**src/rtl/vga_timing_pkg.sv**
```systemverilog
// rtl/vga_timing_pkg.sv - default 640x480@60 VGA timing constants shared by sync and sprite stages
package vga_timing_pkg;

   localparam int POS_W = 10;

   localparam int H_ACTIVE = 640;
   localparam int H_FP     = 16;
   localparam int H_SYNC   = 96;
   localparam int H_BP     = 48;
   localparam int H_TOTAL  = H_ACTIVE + H_FP + H_SYNC + H_BP;

   localparam int V_ACTIVE = 480;
   localparam int V_FP     = 10;
   localparam int V_SYNC   = 2;
   localparam int V_BP     = 33;
   localparam int V_TOTAL  = V_ACTIVE + V_FP + V_SYNC + V_BP;

   // Inclusive unsigned window test on a raster coordinate.
   function automatic logic in_window(input logic [POS_W-1:0] pos,
                                      input logic [POS_W-1:0] lo,
                                      input logic [POS_W-1:0] hi);
      return (pos >= lo) && (pos <= hi);
   endfunction

endpackage

```
**src/rtl/vga_sync_gen_if.sv**
```systemverilog
// rtl/vga_sync_gen_if.sv - raster timing bundle from the sync generator to pixel stages (o_frame_cnt with VGA_FRAME_CNT_EN)
interface vga_sync_gen_if;
   import vga_timing_pkg::*;

   logic             o_pix_stb;
   logic [POS_W-1:0] xx;
   logic [POS_W-1:0] yy;
   logic             aactive;
   logic             o_hsync;
   logic             o_vsync;
   logic             o_line_end;
   logic             o_frame_end;
`ifdef VGA_FRAME_CNT_EN
   logic [7:0]       o_frame_cnt;
`endif

   modport master (
      output o_pix_stb, xx, yy, aactive, o_hsync, o_vsync, o_line_end, o_frame_end
`ifdef VGA_FRAME_CNT_EN
      , output o_frame_cnt
`endif
   );

   modport slave (
      input o_pix_stb, xx, yy, aactive, o_hsync, o_vsync, o_line_end, o_frame_end
`ifdef VGA_FRAME_CNT_EN
      , input o_frame_cnt
`endif
   );

endinterface

```
**src/rtl/pixel_strobe_gen.sv**
```systemverilog
// rtl/pixel_strobe_gen.sv - one-cycle enable every CLK_DIV clocks (pixel-rate strobe)
module pixel_strobe_gen #(
   parameter int CLK_DIV = 4
) (
   input  logic i_clk,
   input  logic i_rst_n,
   output logic o_stb
);

   localparam int             DIV_W    = $clog2(CLK_DIV);
   localparam logic [DIV_W-1:0] DIV_LAST = DIV_W'(CLK_DIV - 1);

   logic [DIV_W-1:0] div_cnt;

   always_ff @(posedge i_clk or negedge i_rst_n) begin
      if (!i_rst_n) begin
         div_cnt <= '0;
      end else if (div_cnt == DIV_LAST) begin
         div_cnt <= '0;
      end else begin
         div_cnt <= div_cnt + 1'b1;
      end
   end

   assign o_stb = (div_cnt == DIV_LAST);

endmodule

```
**src/rtl/vga_sync_gen.sv**
```systemverilog
// rtl/vga_sync_gen.sv - VGA raster/sync generator; VGA_FRAME_CNT_EN adds an 8-bit frame counter
module vga_sync_gen
   import vga_timing_pkg::*;
#(
   parameter int CLK_DIV  = 4,
   parameter int H_ACTIVE = vga_timing_pkg::H_ACTIVE,
   parameter int H_FP     = vga_timing_pkg::H_FP,
   parameter int H_SYNC   = vga_timing_pkg::H_SYNC,
   parameter int H_BP     = vga_timing_pkg::H_BP,
   parameter int V_ACTIVE = vga_timing_pkg::V_ACTIVE,
   parameter int V_FP     = vga_timing_pkg::V_FP,
   parameter int V_SYNC   = vga_timing_pkg::V_SYNC,
   parameter int V_BP     = vga_timing_pkg::V_BP,
   parameter bit SYNC_POL = 1'b0
) (
   input  logic           i_clk,
   input  logic           i_rst_n,
   vga_sync_gen_if.master vid
);

   localparam int H_TOT = H_ACTIVE + H_FP + H_SYNC + H_BP;
   localparam int V_TOT = V_ACTIVE + V_FP + V_SYNC + V_BP;

   if (H_TOT > 1023 || V_TOT > 1023) begin : g_bad_totals
      $error("vga_sync_gen: timing totals exceed the 10-bit position range");
   end
   if (CLK_DIV < 2 || CLK_DIV > 16) begin : g_bad_div
      $error("vga_sync_gen: CLK_DIV outside 2..16");
   end

   localparam logic [POS_W-1:0] H_LAST     = POS_W'(H_TOT - 1);
   localparam logic [POS_W-1:0] V_LAST     = POS_W'(V_TOT - 1);
   localparam logic [POS_W-1:0] H_ACT      = POS_W'(H_ACTIVE);
   localparam logic [POS_W-1:0] V_ACT      = POS_W'(V_ACTIVE);
   localparam logic [POS_W-1:0] H_ACT_LAST = POS_W'(H_ACTIVE - 1);
   localparam logic [POS_W-1:0] V_ACT_LAST = POS_W'(V_ACTIVE - 1);
   localparam logic [POS_W-1:0] HS_LO      = POS_W'(H_ACTIVE + H_FP);
   localparam logic [POS_W-1:0] HS_HI      = POS_W'(H_ACTIVE + H_FP + H_SYNC - 1);
   localparam logic [POS_W-1:0] VS_LO      = POS_W'(V_ACTIVE + V_FP);
   localparam logic [POS_W-1:0] VS_HI      = POS_W'(V_ACTIVE + V_FP + V_SYNC - 1);

   logic             stb;
   logic [POS_W-1:0] h_cnt, v_cnt, h_nxt, v_nxt;
   logic             act_nxt, le_nxt, fe_nxt;

   pixel_strobe_gen #(.CLK_DIV(CLK_DIV)) u_pix_stb (
      .i_clk   (i_clk),
      .i_rst_n (i_rst_n),
      .o_stb   (stb)
   );

   // Outputs are decoded from the position the counters are about to take,
   // so the registered outputs and the counters land on the same edge.
   always_comb begin
      h_nxt = h_cnt + 1'b1;
      v_nxt = v_cnt;
      if (h_cnt == H_LAST) begin
         h_nxt = '0;
         v_nxt = (v_cnt == V_LAST) ? '0 : v_cnt + 1'b1;
      end
   end

   assign act_nxt = (h_nxt < H_ACT) && (v_nxt < V_ACT);
   assign le_nxt  = (h_nxt == H_ACT_LAST) && (v_nxt < V_ACT);
   assign fe_nxt  = le_nxt && (v_nxt == V_ACT_LAST);

   // Counters start at the last position so the first strobe lands on (0,0).
   always_ff @(posedge i_clk or negedge i_rst_n) begin
      if (!i_rst_n) begin
         h_cnt           <= H_LAST;
         v_cnt           <= V_LAST;
         vid.o_pix_stb   <= 1'b0;
         vid.xx          <= '0;
         vid.yy          <= '0;
         vid.aactive     <= 1'b0;
         vid.o_hsync     <= ~SYNC_POL;
         vid.o_vsync     <= ~SYNC_POL;
         vid.o_line_end  <= 1'b0;
         vid.o_frame_end <= 1'b0;
`ifdef VGA_FRAME_CNT_EN
         vid.o_frame_cnt <= '0;
`endif
      end else begin
         vid.o_pix_stb   <= stb;
         vid.o_line_end  <= stb && le_nxt;
         vid.o_frame_end <= stb && fe_nxt;
         if (stb) begin
            h_cnt       <= h_nxt;
            v_cnt       <= v_nxt;
            vid.xx      <= h_nxt;
            vid.yy      <= v_nxt;
            vid.aactive <= act_nxt;
            vid.o_hsync <= in_window(h_nxt, HS_LO, HS_HI) ? SYNC_POL : ~SYNC_POL;
            vid.o_vsync <= in_window(v_nxt, VS_LO, VS_HI) ? SYNC_POL : ~SYNC_POL;
`ifdef VGA_FRAME_CNT_EN
            if (fe_nxt) begin
               vid.o_frame_cnt <= vid.o_frame_cnt + 1'b1;
            end
`endif
         end
      end
   end

endmodule
```
**src/flat_wrapper.sv**
```systemverilog
// flat-port wrapper written by rule: the top's interface ports become plain ports
module vga_sync_gen_flat import vga_timing_pkg::*;
#(
   parameter int CLK_DIV  = 4,
   parameter int H_ACTIVE = vga_timing_pkg::H_ACTIVE,
   parameter int H_FP     = vga_timing_pkg::H_FP,
   parameter int H_SYNC   = vga_timing_pkg::H_SYNC,
   parameter int H_BP     = vga_timing_pkg::H_BP,
   parameter int V_ACTIVE = vga_timing_pkg::V_ACTIVE,
   parameter int V_FP     = vga_timing_pkg::V_FP,
   parameter int V_SYNC   = vga_timing_pkg::V_SYNC,
   parameter int V_BP     = vga_timing_pkg::V_BP,
   parameter bit SYNC_POL = 1'b0
)
  (i_clk, i_rst_n, vid_o_pix_stb, vid_xx, vid_yy, vid_aactive, vid_o_hsync, vid_o_vsync, vid_o_line_end, vid_o_frame_end);
  vga_sync_gen_if vid_i ();
  input  logic i_clk;
  input  logic i_rst_n;
  output wire logic [$bits(vid_i.o_pix_stb)-1:0] vid_o_pix_stb;
  output wire logic [$bits(vid_i.xx)-1:0] vid_xx;
  output wire logic [$bits(vid_i.yy)-1:0] vid_yy;
  output wire logic [$bits(vid_i.aactive)-1:0] vid_aactive;
  output wire logic [$bits(vid_i.o_hsync)-1:0] vid_o_hsync;
  output wire logic [$bits(vid_i.o_vsync)-1:0] vid_o_vsync;
  output wire logic [$bits(vid_i.o_line_end)-1:0] vid_o_line_end;
  output wire logic [$bits(vid_i.o_frame_end)-1:0] vid_o_frame_end;
  assign vid_o_pix_stb = vid_i.o_pix_stb;
  assign vid_xx = vid_i.xx;
  assign vid_yy = vid_i.yy;
  assign vid_aactive = vid_i.aactive;
  assign vid_o_hsync = vid_i.o_hsync;
  assign vid_o_vsync = vid_i.o_vsync;
  assign vid_o_line_end = vid_i.o_line_end;
  assign vid_o_frame_end = vid_i.o_frame_end;
  vga_sync_gen #(.CLK_DIV(CLK_DIV), .H_ACTIVE(H_ACTIVE), .H_FP(H_FP), .H_SYNC(H_SYNC), .H_BP(H_BP), .V_ACTIVE(V_ACTIVE), .V_FP(V_FP), .V_SYNC(V_SYNC), .V_BP(V_BP), .SYNC_POL(SYNC_POL)) u_core (.i_clk(i_clk), .i_rst_n(i_rst_n), .vid(vid_i));
endmodule
```
**config.mk**
```make
export PLATFORM = sky130hd
export DESIGN_NAME = vga_sync_gen_flat
export DESIGN_NICKNAME = d
export VERILOG_FILES = /design/src/rtl/vga_timing_pkg.sv /design/src/rtl/vga_sync_gen_if.sv /design/src/rtl/pixel_strobe_gen.sv /design/src/rtl/vga_sync_gen.sv /design/src/flat_wrapper.sv
export SDC_FILE = /design/constraint.sdc
export NUM_CORES = 1
export LEC_CHECK = 0
export BUFFER_PORTS_ARGS = -buffer_cell sky130_fd_sc_hd__buf_2
export CAP_MARGIN = 30
export CORE_ASPECT_RATIO = 0.9
export CORE_MARGIN = 8
export CORE_UTILIZATION = 52
export DETAILED_ROUTE_END_ITERATION = 10
export PLACE_DENSITY = 0.74
export SLEW_MARGIN = 20
export SYNTH_ARGS = -nofsm -noshare
export SYNTH_HDL_FRONTEND = slang
export SYNTH_SLANG_ARGS = --single-unit
export TNS_END_PERCENT = 10
```
**constraint.sdc**
```tcl
create_clock -name i_clk -period 2.2 [get_ports i_clk]
set_input_delay 0.11 -clock i_clk [delete_from_list [all_inputs] [get_ports i_clk]]
set_output_delay 0.11 -clock i_clk [all_outputs]
set_load 0.005 [all_outputs]
```
==> impl_summary.txt <==
----------------------------------------------------
[Detailed routing]
  DRC errors left ... 0
  DRT iter0 DRCs ... 182
  Average wire per cell in the routed design ... 15.3 um
  Vias per cell ... 5.55
  Number of vias after detailed routing ... 2038
  Drt pass-1 iters ... 4
  Routed wire length ... 5.61 mm
  Remaining antenna violation count ... 0

[Cells and area]
  Layout Utilization ... 63.8%
  Antenna diode count ... 0
  Total number of nets in the final design ... 311
  Flip-flop and latch area ... 967 um2
  Fill cell instance count of the final layout ... 366
  Total area of multi-input combinational cells ... 1210 um2
  Fraction of layout cells with a size suffix above 1 ... 31.8%
  Non-Filler Cell Area, Final ... 2810 um2
  Relative area change from synthesis to final layout ... 19.7%

[STA]
  Final Setup Violations ... 2
  Max-slew violation count ... 0
  Period Utilization, post-route ... 102%
  Min Clock Period, post-route ... 2.25 ns
  Hold Vio Cnt, Final ... 0
  Setup TNS Final ... -0.0742 ns
  Layout Skew ... 0.00670 ns
  Setup slack of the critical path after layout ... -0.0480 ns
  Relative slew margins ... 72.5%
  Worst-case hold slack ... 0.172 ns
  Highest clock frequency the design can meet ... 445 MHz
  RSZ-0062 raised after global routing ... true
  Actual transition at the worst max-transition pin ... 0.407 ns

[Synth]
  Instance count of the mapped netlist ... 267
  Number of flops mapped to enable cells by yosys ... 0
  Cell accounting for the most synthesized area ... sky130_fd_sc_hd__dfrtp_1
  Post-synthesis average cell area ... 8.79 um2
  Cell types occupying the most area after synthesis ... sky130_fd_sc_hd__dfrtp_1 (28%), sky130_fd_sc_hd__dfstp_2 (13%), sky130_fd_sc_hd__nand2_1 (4.5%), sky130_fd_sc_hd__nor2_1 (4.3%), sky130_fd_sc_hd__xnor2_1 (3.7%)
  Post-synthesis sequential area ratio ... 41.2%
  Most common flop cell mapped by yosys ... sky130_fd_sc_hd__dfrtp_1
  Leading cell types by count after synthesis ... sky130_fd_sc_hd__nand2_1 (28), sky130_fd_sc_hd__nor2_1 (27), sky130_fd_sc_hd__dfrtp_1 (26)
  Post-synthesis cell type count ... 51
  Flip-flop and latch count after synthesis ... 38
  Async set or reset register ratio after synthesis ... 100%
  Most numerous cell in the Yosys netlist ... sky130_fd_sc_hd__nand2_1
  Number of nets produced by synthesis ... 274
  Ys Warns ... 0
  Summed instance area of the synthesized netlist ... 2350 um2
  Fraction of post-synthesis cell area in the top cell type by area ... 27.7%

[Pwr]
  Total power divided by cell area ... 435 nW/um2
  Standby leakage power ... 1.27 nW
  Worst IR drop on VDD ... 0.358 mV

[Min path]
  Min-delay worst type ... input pin to asynchronous set/reset pin

[Setup path]
  Largest stage delay on the critical path ... 0.46 ns
  Cell with the largest stage delay on the worst path ... sky130_fd_sc_hd__or4b_1
  Buffering stage count on the worst path with inverters included ... 1
  Crit-path max FO ... 2
  WP depth ... 7
  Register-to-Register Setup Slack ... -0.05 ns
  Data required time of the worst path ... 2.41 ns
  Cell family with the largest share of critical-path delay ... simple AND/OR/NAND/NOR gates
  Critical path, cell by cell ... ha_4, or4b_1, or4_1, o311ai_2, a41oi_2, buf_4, nor4b_4
  Endpoint class of the critical path ... flip-flop
  Depth of the worst register-to-register path ... 7
  Critical path class ... flip-flop to flip-flop
  Category of the worst setup path launch point ... flip-flop
  Data arrival time of the critical path ... 2.46 ns

[Run]
  Count of max-cap constraint violations ... 0

[Clock network]
  Maximum buffer depth of the clock tree ... 2
  Number of clock buffers inserted by TritonCTS ... 5
  Number of sinks driven by the clock tree ... 38
  Root buffer cell ... sky130_fd_sc_hd__clkbuf_8
  Clk slew on worst S/H paths ... 0.07 ns
  Number of H-tree levels ... 2
  TritonCTS clock tree ... built
  Clock latency reported for the late side of the worst-skew pair ... 0.30 ns

[GRT]
  Antenna violations before repair ... 0
  Pin count of the biggest net entering global routing ... 39
  First-pass GRT wire length ... 9.65 mm
  Number of global-route vias before repair ... 2002
  Overflow left after global routing ... 0
  Total GRT Usage ... 17.4%

[Die]
  Placeable core region ... 4400 um2
  Die extent in y ... 79.7 um
  Floorplan die width ... 86.8 um
  Floorplan die area ... 6920 um2
  I/O Pins ... 28
  Initial standard-cell utilization of the core ... 53.3%
  Standard-cell row count ... 23

[Outcome]
  Outcome ... finished, violations left
  Failing checks ... setup timing

[Place]
  Placement-stage worst setup slack ... -0.0302 ns
  GP Congestion ... 0.906
  Hpwl dp ... 4.10 mm
  Placed cell areas ... 2630 um2
  Number of input and output port buffers inserted ... 27

----------------------------------------------------
flip-flops by register name, summed over array words and instances, names as in the netlist:
name,count
u_core.vid.o_line_end,1
u_core.vid.yy,10
u_core.vid.xx,10
u_core.vid.o_hsync,1
u_core.vid.aactive,1
u_core.vid.o_pix_stb,1
u_core.u_pix_stb.div_cnt,2
u_core.h_cnt,7
u_core.v_cnt,3
u_core.vid.o_frame_end,1
u_core.vid.o_vsync,1
layer usage:
metal,up-vias,GRT usage [%],share of wire [%]
met4,0,6.36,1.5
met5,-,0,0
met1,967,25.0,49
met2,61,24.2,42
li1,1001,-,-
met3,9,4.53,7.7
metrics by stage:
step	power, mW	std cells
floorplan	0.712	267
global placement	0.727	356
detailed placement	0.727	356
CTS	1.24	365
global route	1.27	367
finish	1.22	367
where the power goes:
part	total, mW	internal, mW	switching (mW)
clock	0.503	0.253	0.250
sequential	0.699	0.699	0
combinational	0.0194	0.00542	0.0140
final cells by class:
cell class / instances / share of cell area (%)
inverter: 13 / 1.74
tap: 62 / 2.76
clock inverter: 1 / 0.178
clock buffer: 7 / 3.07
sequential: 38 / 34.4
multi-input combinational: 185 / 43.3
timing repair buffer: 61 / 14.6
what timing repair did:
| action | in CTS | in global routing |
|---|---|---|
| gates resized for setup | 4 | 6 |
| buffers inserted | 0 | 1 |
| hold buffers | 1 | 0 |
| endpoints found under the setup margin | 2 | 7 |
| hold endpoints to repair | 26 | 0 |
| pin swaps | 1 | 5 |
placed cells by master, fill, tap and decap left out, types with 2 or more instances in the layout:
master and count:
sky130_fd_sc_hd__a21oi_1 11, sky130_fd_sc_hd__a31oi_1 7, sky130_fd_sc_hd__and2_1 3, sky130_fd_sc_hd__and3_1 2, sky130_fd_sc_hd__buf_2 27, sky130_fd_sc_hd__buf_4 31, sky130_fd_sc_hd__clkbuf_8 6, sky130_fd_sc_hd__dfrtp_1 25
sky130_fd_sc_hd__dfstp_2 12, sky130_fd_sc_hd__ha_1 4, sky130_fd_sc_hd__inv_1 13, sky130_fd_sc_hd__mux2i_1 2, sky130_fd_sc_hd__nand2_1 28, sky130_fd_sc_hd__nand2b_1 4, sky130_fd_sc_hd__nand3_1 15, sky130_fd_sc_hd__nand3_2 2
sky130_fd_sc_hd__nand4_1 3, sky130_fd_sc_hd__nor2_1 27, sky130_fd_sc_hd__nor3_1 6, sky130_fd_sc_hd__o21ai_0 12, sky130_fd_sc_hd__o31a_1 2, sky130_fd_sc_hd__o31ai_1 4, sky130_fd_sc_hd__o41ai_1 2, sky130_fd_sc_hd__or2_2 2
sky130_fd_sc_hd__or3_1 3, sky130_fd_sc_hd__or4_4 2, sky130_fd_sc_hd__or4b_1 2, sky130_fd_sc_hd__xnor2_1 10, sky130_fd_sc_hd__xor2_1 5
cell families after synthesis:
logic type / synth area share [%]
fa+ha+maj: 3.09
compound gates: 14.4
simple gates: 25.2
mux: 0.853
buf+inv: 9.70
flops: 41.2
xor+xnor: 5.60
worst paths after layout:
path                                        startpoint                           to
setup / recovery                      u_core.vid.yy[1]       u_core.vid.o_frame_end
hold / removal                                 i_rst_n             u_core.vid.yy[7]
setup reg to reg                      u_core.vid.yy[1]       u_core.vid.o_frame_end
hold reg to reg            u_core.u_pix_stb.div_cnt[0]  u_core.u_pix_stb.div_cnt[0]
max in group asynchronous                      i_rst_n              u_core.v_cnt[2]
min in group i_clk         u_core.u_pix_stb.div_cnt[0]  u_core.u_pix_stb.div_cnt[0]
worst reg2reg max path, cell delays in order, from the launching register on:
cell                       delay, ns
sky130_fd_sc_hd__dfrtp_2        0.42
sky130_fd_sc_hd__ha_4           0.16
sky130_fd_sc_hd__or4b_1         0.46
sky130_fd_sc_hd__or4_1          0.43
sky130_fd_sc_hd__o311ai_2       0.10
sky130_fd_sc_hd__a41oi_2        0.17
sky130_fd_sc_hd__buf_4          0.18
sky130_fd_sc_hd__nor4b_4        0.24
(Power assumes the default switching activity.)
